`config.mk`:
```
export PLATFORM = sky130hd
export DESIGN_NAME = instr_encoder
export DESIGN_NICKNAME = d
export VERILOG_FILES = /design/src/rtl/isa_pkg.sv /design/src/rtl/instr_field_pack.sv /design/src/rtl/instr_encoder.sv
export SDC_FILE = /design/constraint.sdc
export NUM_CORES = 1
export LEC_CHECK = 0
export CORE_MARGIN = 10
export CORE_UTILIZATION = 34
export DETAILED_ROUTE_END_ITERATION = 16
export PLACE_DENSITY = 0.68
export REMOVE_ABC_BUFFERS = 1
export SYNTH_ARGS = -nofsm -noshare
export SYNTH_HDL_FRONTEND = slang
export SYNTH_HIERARCHICAL = 1
export SYNTH_SLANG_ARGS = --single-unit
```
`constraint.sdc`:
```
create_clock -name clk -period 2.1 [get_ports clk]
set_input_delay 0.21 -clock clk [delete_from_list [all_inputs] [get_ports clk]]
set_output_delay 0.21 -clock clk [all_outputs]
set_load 0.03 [all_outputs]
```
`src/rtl/isa_pkg.sv`:
```
// rtl/isa_pkg.sv - 16-bit ISA opcodes, field layout and immediate range helpers
package isa_pkg;

  typedef enum logic [3:0] {
    OP_ADD    = 4'h0,
    OP_PADDSB = 4'h1,
    OP_SUB    = 4'h2,
    OP_AND    = 4'h3,
    OP_NOR    = 4'h4,
    OP_SLL    = 4'h5,
    OP_SRL    = 4'h6,
    OP_SRA    = 4'h7,
    OP_LW     = 4'h8,
    OP_SW     = 4'h9,
    OP_LHB    = 4'hA,
    OP_LLB    = 4'hB,
    OP_B      = 4'hC,
    OP_JAL    = 4'hD,
    OP_JR     = 4'hE,
    OP_HLT    = 4'hF
  } opcode_e;

  localparam int REG_W  = 4;
  localparam int COND_W = 3;
  localparam int OP_LSB = 12;
  localparam int RD_LSB = 8;
  localparam int RS_LSB = 4;
  localparam int RT_LSB = 0;

  localparam logic [15:0] HLT_WORD = 16'hF000;

  // True when every bit from lsb upward is zero.
  function automatic logic imm_fits_unsigned(input logic [15:0] imm, input int lsb);
    logic [15:0] m;
    m = 16'hFFFF << lsb;
    return (imm & m) == 16'h0000;
  endfunction

  // True when imm[15:msb] are all equal, i.e. imm is a sign extension of imm[msb:0].
  function automatic logic imm_fits_signed(input logic [15:0] imm, input int msb);
    logic [15:0] m;
    m = 16'hFFFF << msb;
    return ((imm & m) == 16'h0000) || ((imm & m) == m);
  endfunction

endpackage

```
`src/rtl/instr_field_pack.sv`:
```
// rtl/instr_field_pack.sv - combinational packer from instruction fields to ISA word
module instr_field_pack
  import isa_pkg::*;
(
  input  logic [3:0]        i_opcode,
  input  logic [REG_W-1:0]  i_rd,
  input  logic [REG_W-1:0]  i_rs,
  input  logic [REG_W-1:0]  i_rt,
  input  logic [COND_W-1:0] i_cond,
  input  logic [15:0]       i_imm,
  output logic [15:0]       o_word,
  output logic              o_range_err
);

  always_comb begin
    o_word      = 16'h0000;
    o_range_err = 1'b0;
    case (i_opcode)
      OP_ADD, OP_PADDSB, OP_SUB, OP_AND, OP_NOR: begin
        o_word = {i_opcode, i_rd, i_rs, i_rt};
      end
      OP_SLL, OP_SRL, OP_SRA: begin
        o_word      = {i_opcode, i_rd, i_rs, i_imm[3:0]};
        o_range_err = ~imm_fits_unsigned(i_imm, 4);
      end
      OP_LW: begin
        o_word      = {i_opcode, i_rd, i_rs, i_imm[3:0]};
        o_range_err = ~imm_fits_signed(i_imm, 3);
      end
      OP_SW: begin
        o_word      = {i_opcode, i_rt, i_rs, i_imm[3:0]};
        o_range_err = ~imm_fits_signed(i_imm, 3);
      end
      OP_LHB: begin
        o_word      = {i_opcode, i_rd, i_imm[7:0]};
        o_range_err = ~imm_fits_unsigned(i_imm, 8);
      end
      OP_LLB: begin
        o_word      = {i_opcode, i_rd, i_imm[7:0]};
        o_range_err = ~imm_fits_signed(i_imm, 7);
      end
      OP_B: begin
        o_word      = {i_opcode, i_cond, i_imm[8:0]};
        o_range_err = ~imm_fits_signed(i_imm, 8);
      end
      OP_JAL: begin
        o_word      = {i_opcode, i_imm[11:0]};
        o_range_err = ~imm_fits_signed(i_imm, 11);
      end
      OP_JR: begin
        o_word = {i_opcode, 4'h0, i_rs, 4'h0};
      end
      default: begin
        o_word = HLT_WORD;
      end
    endcase
  end

endmodule

```
`src/rtl/instr_encoder.sv`:
```
// rtl/instr_encoder.sv - request-to-word encoder streaming a program image with sequential addresses
module instr_encoder
  import isa_pkg::*;
#(
  parameter int ADDR_W = 16
) (
  input  logic              clk,
  input  logic              rst_n,
  input  logic              start,
  input  logic [ADDR_W-1:0] base_addr,
  input  logic              req_valid,
  output logic              req_ready,
  input  logic [3:0]        req_opcode,
  input  logic [3:0]        req_rd,
  input  logic [3:0]        req_rs,
  input  logic [3:0]        req_rt,
  input  logic [2:0]        req_cond,
  input  logic [15:0]       req_imm,
  output logic              out_valid,
  input  logic              out_ready,
  output logic [ADDR_W-1:0] out_addr,
  output logic [15:0]       out_instr,
  output logic [ADDR_W-1:0] word_count,
  output logic              busy,
  output logic              done,
  output logic              err,
  output logic [ADDR_W-1:0] err_addr
);

  localparam logic [1:0] ST_IDLE = 2'd0;
  localparam logic [1:0] ST_RUN  = 2'd1;
  localparam logic [1:0] ST_DONE = 2'd2;

  logic [1:0]        r_state;
  logic [ADDR_W-1:0] r_addr;
  logic [ADDR_W-1:0] r_count;
  logic              r_out_valid;
  logic [ADDR_W-1:0] r_out_addr;
  logic [15:0]       r_out_instr;
  logic              r_err;
  logic [ADDR_W-1:0] r_err_addr;

  logic [15:0] w_word;
  logic        w_range_err;
  logic        w_req_ready;
  logic        w_accept;
  logic        w_start_ok;

  instr_field_pack u_pack (
    .i_opcode    (req_opcode),
    .i_rd        (req_rd),
    .i_rs        (req_rs),
    .i_rt        (req_rt),
    .i_cond      (req_cond),
    .i_imm       (req_imm),
    .o_word      (w_word),
    .o_range_err (w_range_err)
  );

  assign w_req_ready = (r_state == ST_RUN) && (!r_out_valid || out_ready);
  assign w_accept    = req_valid && w_req_ready;
  // A restart from DONE waits until the final word has drained.
  assign w_start_ok  = start && ((r_state == ST_IDLE) || ((r_state == ST_DONE) && !r_out_valid));

  always_ff @(posedge clk or negedge rst_n) begin
    if (!rst_n) begin
      r_state     <= ST_IDLE;
      r_addr      <= '0;
      r_count     <= '0;
      r_out_valid <= 1'b0;
      r_out_addr  <= '0;
      r_out_instr <= 16'h0000;
      r_err       <= 1'b0;
      r_err_addr  <= '0;
    end else if (w_start_ok) begin
      r_state    <= ST_RUN;
      r_addr     <= base_addr;
      r_count    <= '0;
      r_err      <= 1'b0;
      r_err_addr <= '0;
    end else if (w_accept) begin
      r_out_valid <= 1'b1;
      r_out_addr  <= r_addr;
      r_out_instr <= w_word;
      r_addr      <= r_addr + 1'b1;
      r_count     <= r_count + 1'b1;
      if (w_range_err && !r_err) begin
        r_err_addr <= r_addr;
      end
      r_err <= r_err | w_range_err;
      if (req_opcode == OP_HLT) begin
        r_state <= ST_DONE;
      end
    end else if (r_out_valid && out_ready) begin
      r_out_valid <= 1'b0;
    end
  end

  assign req_ready  = w_req_ready;
  assign out_valid  = r_out_valid;
  assign out_addr   = r_out_addr;
  assign out_instr  = r_out_instr;
  assign word_count = r_count;
  assign busy       = (r_state == ST_RUN);
  assign done       = (r_state == ST_DONE) && !r_out_valid;
  assign err        = r_err;
  assign err_addr   = r_err_addr;

endmodule

```
==> key figures <==
Setup path
  – Worst EP required: ~2.4 ns
  – Delay of the slowest cell on the worst path: about 0.57 ns
  – Setup CP Type: input pin to flip-flop
  – Startpoint class of the critical path: input pin
  – CP bufs+invs: 2
  – Max FO, Critical Path: 8
  – Reg2reg path depth: 5
  – Crit end category: flip-flop
  – Worst-path cell chain: clkdlybuf4s50_1, or4_4, nor3_4, a211o_1, o311a_1, nand3_2, nand4_1, buf_4, o211ai_1, o21ai_0
  – CP arrival: between 2 and 2.5 ns
  – Crit-path leading delay family: simple AND/OR/NAND/NOR gates
  – Number of stages on the worst setup path: 10
  – Slowest CP cell: or4_4

Placement
  – Placed instance count: 825
  – DP HPWL: 11,200 µm
  – DP Area: approximately 6200 µm²
  – # port buffers: ~120
  – Routability cong.: about 0.87
  – Pre-CTS WS: -0.320 ns

STA
  – Final worst path period need: about 2.0 ns
  – Final Cycle Share: just under 100%
  – Setup TNS Final: 0 ns
  – Worst Hold Slack: 0.390 ns
  – Skew final: between 0.01 and 0.015 ns
  – Setup WS post-layout: 0.0709 ns
  – Final setup viols: 0
  – Max-slew violation count: 0
  – Max frequency: just under 500 MHz
  – Rel. slew slack: 64.5%
  – Slew @ Worst Pin: about 0.53 ns
  – Count of final hold-check violations: 0

Detailed routing
  – Drt drc: 0
  – Vias: ~4,500
  – WL final: ~15,000 µm
  – First drt pass iteration count: 6
  – Met2 WL: about 7000 µm
  – WL met3: about 1400 µm
  – Vias/cell: about 5.4
  – Routed WL per cell: between 15 and 20 µm
  – DR iter-0 viols: between 200 and 300
  – DRT antenna net count: 0
  – Max Used Layer: met4
  – M1 wire length: around 6300 µm

Pwr
  – IR drop worst, VDD: 638 µV
  – Clock share of power: between 10% and 20%
  – Psw: between 0.003 and 0.004 W
  – Comb pwr share: ~50%
  – Power Dens Cells: 1260 nW/µm²
  – Reg power frac: around 33%
  – Int Power: 0.00466 W
  – Net Sw Frac: a little over two fifths
  – Leakage power: around 2.8 nW

Logic synthesis
  – Post-Syn Area: 4500 µm²
  – Synthesis Warnings: 6
  – Post-Syn Area per Cell: roughly 8.7 µm²
  – Mapped Cells: ~520
  – Synth Area in XOR/XNOR: 1.36%
  – FFs w/ async S/R, synth: between 90% and 100%
  – Post-synth top area cell: dfrtp_1
  – Adder-cell area share of the yosys netlist: less than 1%
  – Top_reg_cell synth: dfrtp_1
  – Area share of the largest cell type after synthesis: 46.7%
  – Register area share after synthesis: 46.7%
  – Synth Register Bits: 84
  – Synth top area cells: dfrtp_1 (47%), nand2_1 (7.8%), o21ai_0 (5.3%)
  – Largest family of logic cells by synthesized area: simple AND/OR/NAND/NOR gates
  – Simple-gate share of the synthesized area: 23.6%
  – EDFF count, synth: 0
  – Unique masters post-synth: between 50 and 60
  – Synth Area in Compound Gates: between 20% and 30%
  – Post-synthesis mux area share: less than 1%

CTS
  – Clock transition at path regs: 0.07 ns
  – Post-CTS setup buffer count: 0
  – Total CTS buffers: 9
  – CTS tree: built
  – Root buffer cell: clkbuf_16
  – H-tree levels: 3
  – Clk sink count: between 80 and 90
  – Max Root-Sink Buffers: 2
  – Worst-Skew Late Latency: ~0.35 ns

Global route
  – GRT Total Usage: between 10% and 20%
  – Initial antenna violation count: 0
  – Vias in the first global route: 4,519
  – Largest net degree at the start of global routing: 47
  – Grt ovf: 0
  – First-pass GRT wire length: 23,600 µm

Final layout
  – Nets: 723
  – N_diodes: 0
  – Filler cells: approximately 1,200
  – Area Growth Syn to Fin: 45.3%
  – Layout cell share with drive strength beyond 1: between 10% and 20%
  – Finished Cell Area: roughly 6500 µm²
  – Register area: between 2000 and 2500 µm²
  – Post-Layout Cell Count: about 840
  – Multi-input logic area: about 2100 µm²

Floorplan
  – Core box area: 12,800 µm²
  – Die Area: about 18,000 µm²
  – Total I/O pin count: 125
  – Die X: around 140 µm
  – Die Span Y: approximately 140 µm
  – Starting Density: a little over a third
  – Core Rows: 41

Job
  – Max Cap Viol: 0

Min path
  – Min-Delay Path Class: input pin to asynchronous set/reset pin

Run status
  – Outcome: completed
## placed cells by master (no fill, tap or decap), types with 6 or more instances in the layout
cell type / Yosys / routed
clkdlybuf4s50_1: 0 / 121
nand2_1: 94 / 94
dfrtp_1: 84 / 84
o21ai_0: 48 / 48
buf_4: 0 / 48
inv_1: 28 / 28
o211ai_1: 19 / 19
a21oi_1: 19 / 19
nand3_1: 20 / 18
nand4_1: 18 / 18
nor2_1: 17 / 17
or4_1: 11 / 11
clkbuf_16: 0 / 9
nor2b_1: 9 / 9
and3_1: 8 / 8
o21a_1: 7 / 7
o21ai_1: 7 / 7
o221ai_1: 7 / 7
or3_1: 6 / 6
## per-layer routing
metal | global-route usage (%) | up-vias
li1 | - | 2169
met3 | 6.60 | 18
met2 | 24.7 | 177
met4 | 3.83 | 0
met5 | 0 | -
met1 | 19.8 | 2154
## cells in the mapped netlist (5+ instances only)
master,n
or4_1,11
a21oi_1,19
o21ai_0,48
nor2b_1,9
o31ai_1,5
a22o_1,5
clkbuf_1,27
o21a_1,7
nor4_1,6
inv_1,28
or3_1,6
o21ai_1,7
nand3_1,20
o211ai_1,19
nand4_1,18
nor3b_1,5
o221ai_1,7
dfrtp_1,84
nor2_1,17
buf_2,6
nand2_1,94
and3_1,8
## sequential cells by signal (all words and copies together) (netlist names)
name and count:
err_addr 16, word_count 16, out_instr 16, out_addr 16, r_state 2, r_addr 16, out_valid 1, err 1
## area by class of cell
class | instances | area share (%)
Clock buffer | 9 | 3.45
Clock inverter | 7 | 0.919
Inverter | 29 | 1.67
Multi-Input combinational cell | 365 | 32.8
Sequential cell | 84 | 32.2
Tap cell | 172 | 3.29
Timing Repair Buffer | 176 | 25.7
## worst paths after layout
check	from	slack, ns	to
min in group clk	base_addr[9]	0.44	r_addr[9]
max in group asynchronous	rst_n	1.07	word_count[5]
worst min-delay path	rst_n	0.39	out_addr[10]
worst min register to register	out_instr[15]	0.48	out_instr[15]
worst max-delay path	req_imm[12]	0.07	err_addr[11]
worst max register to register	r_addr[1]	0.10	r_addr[14]
## per-stage QoR
stage                     utilization (%)  power [W]
after global routing                 51.2    0.00878
after global placement               48.6    0.00666
after CTS                            51.0    0.00831
final                                51.2    0.00825
after floorplan                         -    0.00473
after detailed placement             48.6    0.00674
## power by group through the flow
stage	combinational, W	sequential [W]	clock, W
global placement	0.00395	0.00271	0
finish	0.00401	0.00271	0.00153
detailed placement	0.00402	0.00272	0
floorplan	0.00124	0.00350	0
CTS	0.00404	0.00271	0.00157
global route	0.00435	0.00279	0.00164
## logic make-up (layout without fill, tap and decap cells)
logic type,Yosys count,after routing
and+or+nand+nor,209,209
AOI/OAI and AO/OA,145,145
DFF,84,84
buffers and inverters,68,221
xor gates and xnor gates,7,7
adders and majority gates,2,2
muxes,2,2
## worst register-to-register path, cell delays in order (launching register included)
cell and delay [ns]:
dfrtp_1 0.43, ha_1 0.21, nand3_1 0.16, or4_1 0.56, nor4_1 0.34, mux2i_1 0.23
## what timing repair did
action	4_1_cts	5_1_grt
hold buffers	1	0
endpoints found under the setup margin	0	20
endpoints found under the hold margin	38	0
gates resized for setup	0	6
No activity file was read; power rests on OpenSTA's default activity.
